`src/rtl/seq_det_pkg.sv`:
```
// Shared types and default sizes for the programmable serial sequence detector.
package seq_det_pkg;

  typedef enum logic [1:0] {
    IDLE = 2'd0,
    FILL = 2'd1,
    RUN  = 2'd2,
    DONE = 2'd3
  } state_t;

  localparam int unsigned DEF_PAT_W = 4;
  localparam int unsigned DEF_CNT_W = 8;
  localparam int unsigned DEF_TO_W  = 6;

endpackage

```
`src/rtl/seq_pattern_matcher.sv`:
```
// Serial history shift register with fill tracking and pattern comparator.
module seq_pattern_matcher
  import seq_det_pkg::*;
#(
  parameter int unsigned PAT_W = DEF_PAT_W
) (
  input  logic             clk,
  input  logic             reset_n,
  input  logic             shift,
  input  logic             clr_all,
  input  logic             clr_fill,
  input  logic             x,
  input  logic [PAT_W-1:0] pattern,
  output logic             hit_c,
  output logic             full_c
);

  localparam int unsigned FILL_W = $clog2(PAT_W + 1);

  // Only the newest PAT_W-1 bits are kept; the incoming bit completes the window.
  logic [PAT_W-2:0] hist;
  logic [FILL_W-1:0] fill;
  logic [PAT_W-1:0] window_c;

  assign window_c = {hist, x};
  assign full_c   = shift && (fill >= FILL_W'(PAT_W - 1));
  assign hit_c    = full_c && (window_c == pattern);

  always_ff @(posedge clk or negedge reset_n) begin
    if (!reset_n) begin
      hist <= '0;
      fill <= '0;
    end else if (clr_all) begin
      hist <= '0;
      fill <= '0;
    end else begin
      if (shift) hist <= window_c[PAT_W-2:0];
      if (clr_fill) fill <= '0;
      else if (shift && (fill != FILL_W'(PAT_W))) fill <= fill + FILL_W'(1);
    end
  end

endmodule

```
`src/rtl/seq_detect_ctrl.sv`:
```
// Run-time controller for a programmable serial sequence detector.
// Optional idle-stream timeout enabled by defining SEQ_CTRL_TIMEOUT_EN.
module seq_detect_ctrl
  import seq_det_pkg::*;
#(
  parameter int unsigned PAT_W = DEF_PAT_W,
  parameter int unsigned CNT_W = DEF_CNT_W
`ifdef SEQ_CTRL_TIMEOUT_EN
  , parameter int unsigned TO_W = DEF_TO_W
`endif
) (
  input  logic             clk,
  input  logic             reset_n,
  input  logic             cfg_we,
  input  logic [PAT_W-1:0] cfg_pattern,
  input  logic             cfg_overlap,
  input  logic [CNT_W-1:0] cfg_target,
  input  logic             start,
  input  logic             abort,
  input  logic             x_valid,
  input  logic             x,
  output logic             match,
  output logic [CNT_W-1:0] match_count,
  output logic             busy,
  output logic             done,
  output logic             cfg_err
`ifdef SEQ_CTRL_TIMEOUT_EN
  , output logic           timeout
`endif
);

  state_t           state, state_d;
  logic [PAT_W-1:0] pattern, pattern_d;
  logic             overlap, overlap_d;
  logic [CNT_W-1:0] target, target_d;
  logic [CNT_W-1:0] count_d;
  logic             match_d, cfg_err_d;
  logic             shift, clr_all, clr_fill;
  logic             hit_c, full_c;
`ifdef SEQ_CTRL_TIMEOUT_EN
  logic [TO_W-1:0]  to_cnt, to_cnt_d;
  logic             timeout_d;
`endif

  seq_pattern_matcher #(.PAT_W(PAT_W)) u_matcher (
    .clk      (clk),
    .reset_n  (reset_n),
    .shift    (shift),
    .clr_all  (clr_all),
    .clr_fill (clr_fill),
    .x        (x),
    .pattern  (pattern),
    .hit_c    (hit_c),
    .full_c   (full_c)
  );

  // Next-state, configuration and counter update.
  always_comb begin
    state_d   = state;
    pattern_d = pattern;
    overlap_d = overlap;
    target_d  = target;
    count_d   = match_count;
    match_d   = 1'b0;
    cfg_err_d = 1'b0;
    shift     = 1'b0;
    clr_all   = 1'b0;
    clr_fill  = 1'b0;
`ifdef SEQ_CTRL_TIMEOUT_EN
    to_cnt_d  = '0;
    timeout_d = 1'b0;
`endif
    if (abort) begin
      state_d = IDLE;
    end else begin
      case (state)
        IDLE, DONE: begin
          // A same-edge write lands first, so start sees the new target.
          if (cfg_we) begin
            pattern_d = cfg_pattern;
            overlap_d = cfg_overlap;
            target_d  = cfg_target;
          end
          if (start) begin
            if (target_d != '0) begin
              clr_all = 1'b1;
              count_d = '0;
              state_d = FILL;
            end else begin
              cfg_err_d = 1'b1;
            end
          end
        end
        FILL, RUN: begin
          cfg_err_d = cfg_we;
          shift     = x_valid;
          if (hit_c) begin
            match_d = 1'b1;
            count_d = match_count + CNT_W'(1);
            if (count_d == target) begin
              state_d = DONE;
            end else if (!overlap) begin
              clr_fill = 1'b1;
              state_d  = FILL;
            end else begin
              state_d = RUN;
            end
          end else if (full_c) begin
            state_d = RUN;
          end
`ifdef SEQ_CTRL_TIMEOUT_EN
          if (!x_valid) begin
            to_cnt_d = to_cnt + TO_W'(1);
            if (&to_cnt_d) begin
              state_d   = IDLE;
              timeout_d = 1'b1;
            end
          end
          if (state_d != state) to_cnt_d = '0;
`endif
        end
        default: state_d = IDLE;
      endcase
    end
  end

  always_ff @(posedge clk or negedge reset_n) begin
    if (!reset_n) begin
      state       <= IDLE;
      pattern     <= '0;
      overlap     <= 1'b1;
      target      <= CNT_W'(1);
      match_count <= '0;
      match       <= 1'b0;
      cfg_err     <= 1'b0;
      busy        <= 1'b0;
      done        <= 1'b0;
`ifdef SEQ_CTRL_TIMEOUT_EN
      to_cnt      <= '0;
      timeout     <= 1'b0;
`endif
    end else begin
      state       <= state_d;
      pattern     <= pattern_d;
      overlap     <= overlap_d;
      target      <= target_d;
      match_count <= count_d;
      match       <= match_d;
      cfg_err     <= cfg_err_d;
      busy        <= (state_d == FILL) || (state_d == RUN);
      done        <= (state_d == DONE);
`ifdef SEQ_CTRL_TIMEOUT_EN
      to_cnt      <= to_cnt_d;
      timeout     <= timeout_d;
`endif
    end
  end

endmodule

```
`config.mk`:
```
export PLATFORM = sky130hd
export DESIGN_NAME = seq_detect_ctrl
export DESIGN_NICKNAME = d
export VERILOG_FILES = /design/src/rtl/seq_det_pkg.sv /design/src/rtl/seq_pattern_matcher.sv /design/src/rtl/seq_detect_ctrl.sv
export SDC_FILE = /design/constraint.sdc
export NUM_CORES = 1
export LEC_CHECK = 0
export BUFFER_PORTS_ARGS = -buffer_cell sky130_fd_sc_hd__buf_2
export CAP_MARGIN = 20
export CORE_UTILIZATION = 55
export CTS_CLUSTER_DIAMETER = 200
export CTS_CLUSTER_SIZE = 12
export DETAILED_ROUTE_END_ITERATION = 8
export GPL_ROUTABILITY_DRIVEN = 0
export PLACE_DENSITY = 0.78
export SLEW_MARGIN = 40
export SYNTH_ARGS = -nofsm -noshare
export SYNTH_HDL_FRONTEND = slang
export SYNTH_SLANG_ARGS = --single-unit
```
`constraint.sdc`:
```
create_clock -name clk -period 3.1 [get_ports clk]
set_input_delay 0.31 -clock clk [delete_from_list [all_inputs] [get_ports clk]]
set_output_delay 0.31 -clock clk [all_outputs]
set_load 0.05 [all_outputs]
```
==> impl_metrics.env, run 1 <==
export IMPL_use_met1_pct=31.96
export IMPL_met3_usage_pct=7.576
export IMPL_antenna_found_initial=0
export IMPL_grt_busiest_layer="met2"
export IMPL_p_per_area_mw_per_mm2=478.3
export IMPL_drc_errors=0
export IMPL_setup_viol=0
export IMPL_core_mm2=0.003128
export IMPL_clk_pin_slew_worst_paths_ns=0.10
export IMPL_fin_crit_ns=2.478
export IMPL_groute_layer_met2_usage_pct=41.43
export IMPL_grt_pass1_vias=1370
export IMPL_via_per_inst=5.931
export IMPL_worstReg2RegStart="u_matcher.fill[0]"
export IMPL_synth_distinct_cells=45
export IMPL_overflow=0
export IMPL_leakage_nw=0.9887
export IMPL_ys_top_cells_by_area="dfrtp_1, mux2_2, xnor2_1"
export IMPL_synth_commonest_cells="dfrtp_1, mux2_2, nand2_1"
export IMPL_synthCells=170
export IMPL_pwr_share_clk_pct=27.2
export IMPL_syn_nets=195
export IMPL_final_antenna_net_count=0
export IMPL_fillerInstances=243
export IMPL_clk_path_buf_depth=2
export IMPL_arrival_ns=2.71
export IMPL_seq_area_frac_synth_pct=44.64
export IMPL_intPower_w=0.0007086
export IMPL_hold_class="in -> async"
export IMPL_tritoncts="yes"
export IMPL_critPathRequiredTime_ns=3.33
export IMPL_status="completed"
export IMPL_switching_share_pct=29.39
export IMPL_dpl_hpwl_mm=2.978
export IMPL_finalSetupTns_ns=0
export IMPL_antennaDiodeCount=0
export IMPL_area_delta_synth_final_pct=13.08
export IMPL_first_iter_violations=60
export IMPL_reg2reg_depth=8
export IMPL_pwr_share_seq_pct=53.0
export IMPL_ios=32
export IMPL_clock_sinks=33
export IMPL_drv_max_cap_violation_count=0
export IMPL_firstDrtPassIters=5
export IMPL_pre_cts_slack_ns=0.6489
export IMPL_clock_insertion_delay_worst_skew_ns=0.33
export IMPL_synth_edf_count=0
export IMPL_die_h_um=60.09
export IMPL_synth_ff_type="dfrtp_1"
export IMPL_synth_most_common_cell="dfrtp_1"
export IMPL_synth_area_per_cell_um2=10.91
export IMPL_post_route_util_pct=67.08
export IMPL_slew_headroom_pct=52.65
export IMPL_cp_end_kind="flip-flop"
export IMPL_drt_wl_total_mm=3.848
export IMPL_final_nets=227
export IMPL_syn_area_mm2=0.001856
export IMPL_cts_made_buffers=5
export IMPL_grt_setup_unrepaired="no"
export IMPL_synth_top_cell_area_share_pct=41.81
export IMPL_rows=20
export IMPL_yosys_area_top_type="dfrtp_1"
export IMPL_drive_above_1_share_pct=31.53
export IMPL_place_port_buffers=31
export IMPL_vias=1465
export IMPL_slew_violations=0
export IMPL_stdcell_count=247
export IMPL_die_x_um=60.09
export IMPL_cts_resized=0
export IMPL_groute_usage_overall_pct=25.39
export IMPL_worst_slew_pin_slew_ns=0.7103
export IMPL_hold_buffers=0
export IMPL_vdd_drop_max_mv=0.3463
export IMPL_crit_type="reg -> reg"
export IMPL_start_util_pct=59.32
export IMPL_die_area_mm2=0.003610
export IMPL_cts_setup_buffers=0
export IMPL_numPlacedInstances=239
export IMPL_h_tree_depth=2
export IMPL_ys_seq_elements=33
export IMPL_cts_root_buf="clkbuf_4"
export IMPL_period_share_pct=79.93
export IMPL_critPathMaxFanout=9
export IMPL_timing_rr_end="busy"
export IMPL_grt_pass1_wl_mm=6.561
export IMPL_startpoint_type="flip-flop"
export IMPL_hold_violations=0
export IMPL_power_switching_w=0.0002949
export IMPL_p_comb_share_pct=19.8
export IMPL_power_w=0.001004
export IMPL_finalClockSkew_ns=0.008191
export IMPL_ff2ff_setup_slack_ns=0.62
export IMPL_async_flop_share_pct=100.0
export IMPL_yosys_warnings=0
export IMPL_fmax_mhz=403.6
export IMPL_wl_per_cell_um=15.58
export IMPL_worst_slack_ns=0.6223
export IMPL_grt_max_degree=34
==> cell type report <==
cell class              count  area (µm²)  share of cell area [%]
flip-flops and latches     33       828.3                   39.48
clock buffers               7       65.06                   3.101
repair buffers             32       162.7                   7.752
inverters                   9       33.78                   1.610
well taps                  44       55.05                   2.624
clock inverters             1       5.005                  0.2385
multi-input cells         121       948.4                   45.20
==> power groups by stage <==
stage | clock network (W) | registers [W] | logic (W)
floorplan | 0 | 0.000533 | 0.000142
global placement | 0 | 0.000535 | 0.000187
detailed placement | 0 | 0.000540 | 0.000199
CTS | 0.000280 | 0.000531 | 0.000200
global route | 0.000305 | 0.000540 | 0.000222
finish | 0.000273 | 0.000532 | 0.000199
==> flip-flops by register name (all words and copies together), names as in the netlist <==
name            cells
target              8
match_count         8
u_matcher.hist      3
state               2
busy                1
u_matcher.fill      3
overlap             1
pattern             4
match               1
cfg_err             1
done                1
==> cells by family (layout without fill, tap and decap cells) <==
kind of cell | after synthesis | in the layout | share of synthesized area, %
xor gates and xnor gates | 18 | 18 | 8.497
and+or+nand+nor | 45 | 45 | 13.02
AOI/OAI and AO/OA | 31 | 31 | 13.35
adders and majority gates | 6 | 6 | 3.978
buffers and inverters | 16 | 49 | 4.248
muxes | 21 | 21 | 12.27
DFF | 33 | 33 | 44.64
==> worst max-delay path by stage <==
stage          slack [ns]             end              start
6_report             0.62            busy  u_matcher.fill[0]
5_1_grt              0.47            busy  u_matcher.fill[0]
4_1_cts              0.65            busy  u_matcher.fill[0]
3_5_place_dp         0.65            busy                  x
3_3_place_gp         0.76  match_count[7]  u_matcher.fill[0]
2_1_floorplan        0.59            busy     match_count[2]
==> critical path, cell delays in order (launching register included) <==
cell	delay, ns
dfrtp_1	0.43
ha_1	0.17
ha_1	0.13
a211oi_1	0.07
nor4b_2	0.32
nand2_1	0.31
a311oi_2	0.52
o32ai_2	0.14
ha_1	0.28
==> cell usage in the layout, fill, tap and decap left out, types with 2 or more instances in the layout <==
cell / instances
dfrtp_1: 31
buf_2: 31
mux2_2: 14
nand2_1: 10
inv_1: 9
xnor2_1: 9
xor2_1: 9
nor2_1: 8
o21ai_0: 8
nor3_1: 7
mux2i_1: 7
nand3_1: 6
a21oi_1: 5
ha_1: 5
clkbuf_4: 5
a31oi_1: 3
nor4_1: 2
and4_1: 2
nand4_1: 2
clkbuf_8: 2
dfstp_2: 2
==> routing by layer <==
| layer | vias up | routed length, µm |
|---|---|---|
| li1 | 678 | - |
| met1 | 712 | 1689 |
| met2 | 59 | 1832 |
| met3 | 16 | 238 |
| met4 | 0 | 87 |
| met5 | - | 0 |
==> per-stage QoR <==
step                      instance area [µm²]  hold slack, ns
after floorplan                          1856         0.01441
after global placement                   2028          0.3882
after detailed placement                 2028          0.4041
after CTS                                2098         0.03388
after global routing                     2098         0.03974
final                                    2098         0.01430
Note: power is estimated with default switching activity, not from simulation.
==> inputs of run 2 (changes only) <==
CORE_UTILIZATION = 50   (was 55)
PLACE_DENSITY = 0.75   (was 0.78)
clock period = 2.22 ns   (was 3.1 ns; I/O delays follow)
==> run 2 against run 1 <==
Worst setup slack worse by 0.70 ns. Clock skew decreased by 0.0025 ns. Flip-flop and latch count stayed put. Clock power is 57% higher. The flow now finishes with violations (hold timing, setup timing). Via count increased by 2.0%. Hold slack lost 0.031 ns. Count of clock-buffer cells in the layout is 1 higher. First-iteration DRC count up 78%. Fmax grew 7.6%. Largest power group unchanged.
==> impl_metrics.env, run 2 (same netlist as run 1, synthesis figures left out) <==
export IMPL_status="finished with violations"
export IMPL_violations="hold timing, setup timing"
export IMPL_clk_path_buf_depth=2
export IMPL_rows=21
export IMPL_antenna_found_initial=0
export IMPL_die_area_mm2=0.003959
export IMPL_vias=1494
export IMPL_antennaDiodeCount=0
export IMPL_ios=32
export IMPL_die_h_um=62.92
export IMPL_p_per_area_mw_per_mm2=651.2
export IMPL_hold_buffers=0
export IMPL_drive_above_1_share_pct=42.99
export IMPL_start_util_pct=53.91
export IMPL_core_mm2=0.003442
export IMPL_finalSetupTns_ns=-0.08165
export IMPL_firstDrtPassIters=4
export IMPL_die_x_um=62.92
export IMPL_critPathTopFamily="compound AO/OA/AOI/OAI gates"
export IMPL_h_tree_depth=2
export IMPL_area_delta_synth_final_pct=24.95
export IMPL_drc_errors=0
export IMPL_via_per_inst=5.596
export IMPL_fin_crit_ns=2.302
export IMPL_dpl_hpwl_mm=3.201
export IMPL_power_w=0.001510
export IMPL_top_regs="match_count x8, target x8, pattern x4"
export IMPL_crit_chain="and3_4, maj3_2, a2111oi_4, a311oi_4, o32ai_2, ha_1"
export IMPL_cp_end_kind="flip-flop"
export IMPL_clock_insertion_delay_worst_skew_ns=0.28
export IMPL_reg2reg_depth=6
export IMPL_vdd_drop_max_mv=0.5205
export IMPL_cts_root_buf="clkbuf_8"
export IMPL_setup_viol=1
export IMPL_grt_pass1_wl_mm=7.224
export IMPL_place_port_buffers=31
export IMPL_ff_latch_area_um2=834.6
export IMPL_ff2ff_setup_slack_ns=-0.08
export IMPL_final_common_cell="buf_2"
export IMPL_first_iter_violations=107
export IMPL_period_share_pct=103.7
export IMPL_final_antenna_net_count=0
export IMPL_post_route_util_pct=67.36
export IMPL_final_nets=245
export IMPL_tritoncts="yes"
export IMPL_critPathBufInv=0
export IMPL_leakage_nw=1.079
export IMPL_grt_setup_unrepaired="yes"
export IMPL_fmax_mhz=434.5
export IMPL_timing_rr_end="busy"
export IMPL_fillerInstances=268
export IMPL_hold_slack_ns=-0.01638
export IMPL_groute_usage_overall_pct=23.96
export IMPL_startpoint_type="flip-flop"
export IMPL_grt_max_degree=34
export IMPL_slew_violations=0
export IMPL_critPathMaxFanout=4
export IMPL_cp_slowest_cell="a2111oi_4"
export IMPL_wl_per_cell_um=15.79
export IMPL_worstReg2RegStart="match_count[0]"
export IMPL_clk_pin_slew_worst_paths_ns=0.07
export IMPL_crit_type="reg -> reg"
export IMPL_cp_slowest_stage_delay_ns=0.47
export IMPL_worst_slew_pin_slew_ns=0.7049
export IMPL_hold_violations=16
export IMPL_clock_sinks=33
export IMPL_overflow=0
export IMPL_arrival_ns=2.47
export IMPL_hold_class="in -> async"
export IMPL_drv_max_cap_violation_count=0
export IMPL_grt_pass1_vias=1517
export IMPL_multi_input_area_mm2=0.001015
export IMPL_drt_wl_total_mm=4.217
export IMPL_worst_slack_ns=-0.08165
export IMPL_cts_made_buffers=5
export IMPL_finalClockSkew_ns=0.005709
export IMPL_critPathRequiredTime_ns=2.39
export IMPL_slew_headroom_pct=53.00
export IMPL_final_cell_mix="buf_2, dfrtp_1, buf_4"
run 2: power breakdown:
part | switching [W] | internal, W | total [W]
registers | 0.0000662 | 0.000676 | 0.000743
clock network | 0.000205 | 0.000223 | 0.000428
logic | 0.000174 | 0.000165 | 0.000340
run 2: layer usage:
| metal | vias up | global-route usage (%) | share of wire (%) |
|---|---|---|---|
| met5 | - | 0 | 0 |
| met4 | 0 | 9.593 | 1.4 |
| met2 | 49 | 38.04 | 49 |
| li1 | 709 | - | - |
| met3 | 6 | 5.109 | 4.1 |
| met1 | 730 | 31.65 | 46 |
run 2: worst reg2reg max path: stages, from the launching register on:
cell and delay, ns:
dfrtp_2 0.43, and3_4 0.18, maj3_2 0.31, a2111oi_4 0.47, a311oi_4 0.16, o32ai_2 0.35
ha_1 0.29
run 2: stage by stage:
stage	instance area (µm²)	instances	setup WS, ns	hold WS, ns
final	2318	267	-0.08165	-0.01638
after global routing	2318	267	-0.1116	0.05359
after CTS	2236	263	-0.02107	0.01799
after detailed placement	2140	254	-0.09122	0.3200
after global placement	2140	254	0.03831	0.3093
after floorplan	1867	170	-0.1604	-0.07359
run 2: layout make-up:
class / instances / share of cell area (%)
well taps: 46 / 2.482
flip-flops and latches: 33 / 36.00
inverters: 9 / 1.457
repair buffers: 50 / 12.84
multi-input cells: 121 / 43.77
clock buffers: 8 / 3.454
run 2: how the worst max path moves through the flow:
stage | from | depth (start not counted) | endpoint | slack, ns
final | match_count[0] | 6 | busy | -0.08
after CTS | match_count[1] | 6 | busy | -0.02
after detailed placement | match_count[0] | 8 | busy | -0.09
after floorplan | match_count[2] | 7 | busy | -0.16
after global routing | match_count[0] | 6 | busy | -0.11
after global placement | match_count[0] | 8 | busy | 0.04
run 2: what timing repair did:
item | 4_1_cts | 5_1_grt
resized for setup | 2 | 11
pin swaps | 3 | 9
endpoints found under the hold margin | 0 | 0
buffers inserted | 1 | 4
endpoints found under the setup margin | 1 | 6
==> inputs of run 3 (changes only) <==
REMOVE_ABC_BUFFERS = 1   (was not set)
==> run 3 against run 2 <==
The run still ends with hold timing, setup timing left. Fmax increased by 2.2%. Power is 6.4% higher. Flip-flop and latch count stayed put. Final area increased by 3.7%. Worst setup slack gained 0.049 ns. Global-route usage rose by 0.97 points. Largest power group unchanged. Register-to-register slack improved by 0.05 ns. Utilization is 2.5 points higher. Routed wire length up 7.4%.
==> impl_metrics.env, run 3 (same netlist as run 1, synthesis figures left out) <==
export IMPL_status="finished with violations"
export IMPL_violations="hold timing, setup timing"
export IMPL_worst_slew_pin_slew_ns=0.7224
export IMPL_die_h_um=62.92
export IMPL_cts_root_buf="clkbuf_8"
export IMPL_fin_crit_ns=2.253
export IMPL_hold_slack_ns=-0.02199
export IMPL_hold_class="in -> async"
export IMPL_clock_sinks=33
export IMPL_p_per_area_mw_per_mm2=668.2
export IMPL_cp_end_kind="flip-flop"
export IMPL_first_iter_violations=94
export IMPL_critPathMaxFanout=4
export IMPL_drt_wl_total_mm=4.527
export IMPL_groute_usage_overall_pct=24.93
export IMPL_p_comb_share_pct=22.4
export IMPL_crit_chain="and4_4, a211o_1, a2111oi_4, buf_4, a31oi_4, o32ai_2, ha_1"
export IMPL_grt_max_degree=34
export IMPL_drive_above_1_share_pct=42.34
export IMPL_finalClockSkew_ns=0.005904
export IMPL_drv_max_cap_violation_count=0
export IMPL_tritoncts="yes"
export IMPL_fmax_mhz=443.9
export IMPL_grt_pass1_vias=1526
export IMPL_core_mm2=0.003442
export IMPL_final_cell_mix="buf_2, dfrtp_1, buf_4"
export IMPL_period_share_pct=101.5
export IMPL_hold_buffers=0
export IMPL_numPlacedInstances=254
export IMPL_rows=21
export IMPL_slew_headroom_pct=51.84
export IMPL_dpl_hpwl_mm=3.185
export IMPL_power_switching_w=0.0004809
export IMPL_vias=1538
export IMPL_design_area_mm2=0.002404
export IMPL_intPower_w=0.001125
export IMPL_arrival_ns=2.43
export IMPL_leakage_nw=1.125
export IMPL_clock_insertion_delay_worst_skew_ns=0.29
export IMPL_setup_viol=1
export IMPL_final_antenna_net_count=0
export IMPL_critPathTopFamily="compound AO/OA/AOI/OAI gates"
export IMPL_switching_share_pct=29.94
export IMPL_overflow=0
export IMPL_clk_path_buf_depth=2
export IMPL_critPathRequiredTime_ns=2.40
export IMPL_place_port_buffers=31
export IMPL_crit_type="reg -> reg"
export IMPL_antenna_found_initial=0
export IMPL_pre_cts_slack_ns=0.002200
export IMPL_antennaDiodeCount=0
export IMPL_final_common_cell="buf_2"
export IMPL_via_per_inst=5.739
export IMPL_die_area_mm2=0.003959
export IMPL_vdd_drop_max_mv=0.4159
export IMPL_dpl_instance_area_mm2=0.002141
export IMPL_grt_setup_unrepaired="yes"
export IMPL_pwr_share_seq_pct=46.1
export IMPL_wl_per_cell_um=16.89
export IMPL_ios=32
export IMPL_cp_slowest_cell="a2111oi_4"
export IMPL_critPathBufInv=1
export IMPL_firstDrtPassIters=4
export IMPL_die_x_um=62.92
export IMPL_stdcell_count=268
export IMPL_cts_made_buffers=5
export IMPL_worst_slack_ns=-0.03254
export IMPL_drc_errors=0
export IMPL_slew_violations=0
export IMPL_cp_slowest_stage_delay_ns=0.45
export IMPL_start_util_pct=53.91
export IMPL_h_tree_depth=2
export IMPL_final_nets=246
export IMPL_grt_pass1_wl_mm=7.431
export IMPL_top_regs="match_count x8, target x8, pattern x4"
export IMPL_startpoint_type="flip-flop"
export IMPL_clk_pin_slew_worst_paths_ns=0.07
export IMPL_area_delta_synth_final_pct=29.53
export IMPL_hold_violations=31
export IMPL_pwr_share_clk_pct=31.5
==> run 3: cell types whose count changed in the layout (fill, tap and decap cells not counted), sizes merged <==
cell	before	now
clkbuf	8	7
buf	50	51
clkinv	0	1
==> run 3: final cells by class <==
class / count / area (µm²)
sequential: 33 / 830.8
inverter: 9 / 33.78
fill: 242 / 1039
multi-input combinational: 121 / 1055
clock buffer: 7 / 96.34
clock inverter: 1 / 5.005
timing repair buffer: 51 / 325.3
tap: 46 / 57.56
==> run 3: timing repair <==
item | CTS | global route
pin swaps | 6 | 6
setup endpoints to repair | 1 | 3
endpoints found under the hold margin | 0 | 0
setup buffers | 2 | 4
gates resized for setup | 7 | 13
==> run 3: power by group through the flow <==
stage | registers (W) | logic [W] | clock network [W]
2_1_floorplan | 0.000744 | 0.000194 | 0
3_3_place_gp | 0.000742 | 0.000289 | 0
3_5_place_dp | 0.000747 | 0.000311 | 0
4_1_cts | 0.000738 | 0.000327 | 0.000514
5_1_grt | 0.000748 | 0.000394 | 0.000547
6_report | 0.000740 | 0.000360 | 0.000506
==> run 3: metal layers <==
| layer | routed length [µm] | up-vias | track usage, % |
|---|---|---|---|
| met5 | 0 | - | 0 |
| met1 | 1927 | 739 | 32.43 |
| met3 | 327 | 10 | 7.117 |
| li1 | - | 715 | - |
| met4 | 125 | 0 | 12.21 |
| met2 | 2147 | 74 | 37.77 |
==> run 3: final timing paths <==
path                                 from              to  slack, ns  cells after the start
hold reg to reg                pattern[2]      pattern[2]       0.54                      1
max in group asynchronous         reset_n  match_count[3]       1.73                      1
hold / removal                    reset_n  match_count[4]      -0.02                      1
setup / recovery           match_count[3]            busy      -0.03                      7
setup reg to reg           match_count[3]            busy      -0.03                      7
min in group clk              cfg_overlap         overlap       0.15                      3
==> run 3: stage by stage <==
| stage | setup TNS (ns) | utilization, % | total power (W) | hold WS (ns) |
|---|---|---|---|---|
| 2_1_floorplan | -0.4050 | - | 0.0009383 | -0.07359 |
| 3_3_place_gp | 0 | 62.20 | 0.001030 | 0.3064 |
| 3_5_place_dp | 0 | 62.20 | 0.001059 | 0.3257 |
| 4_1_cts | 0 | 66.52 | 0.001579 | 0.0007223 |
| 5_1_grt | -0.1537 | 69.83 | 0.001688 | 0.03038 |
| 6_report | -0.03254 | 69.83 | 0.001606 | -0.02199 |
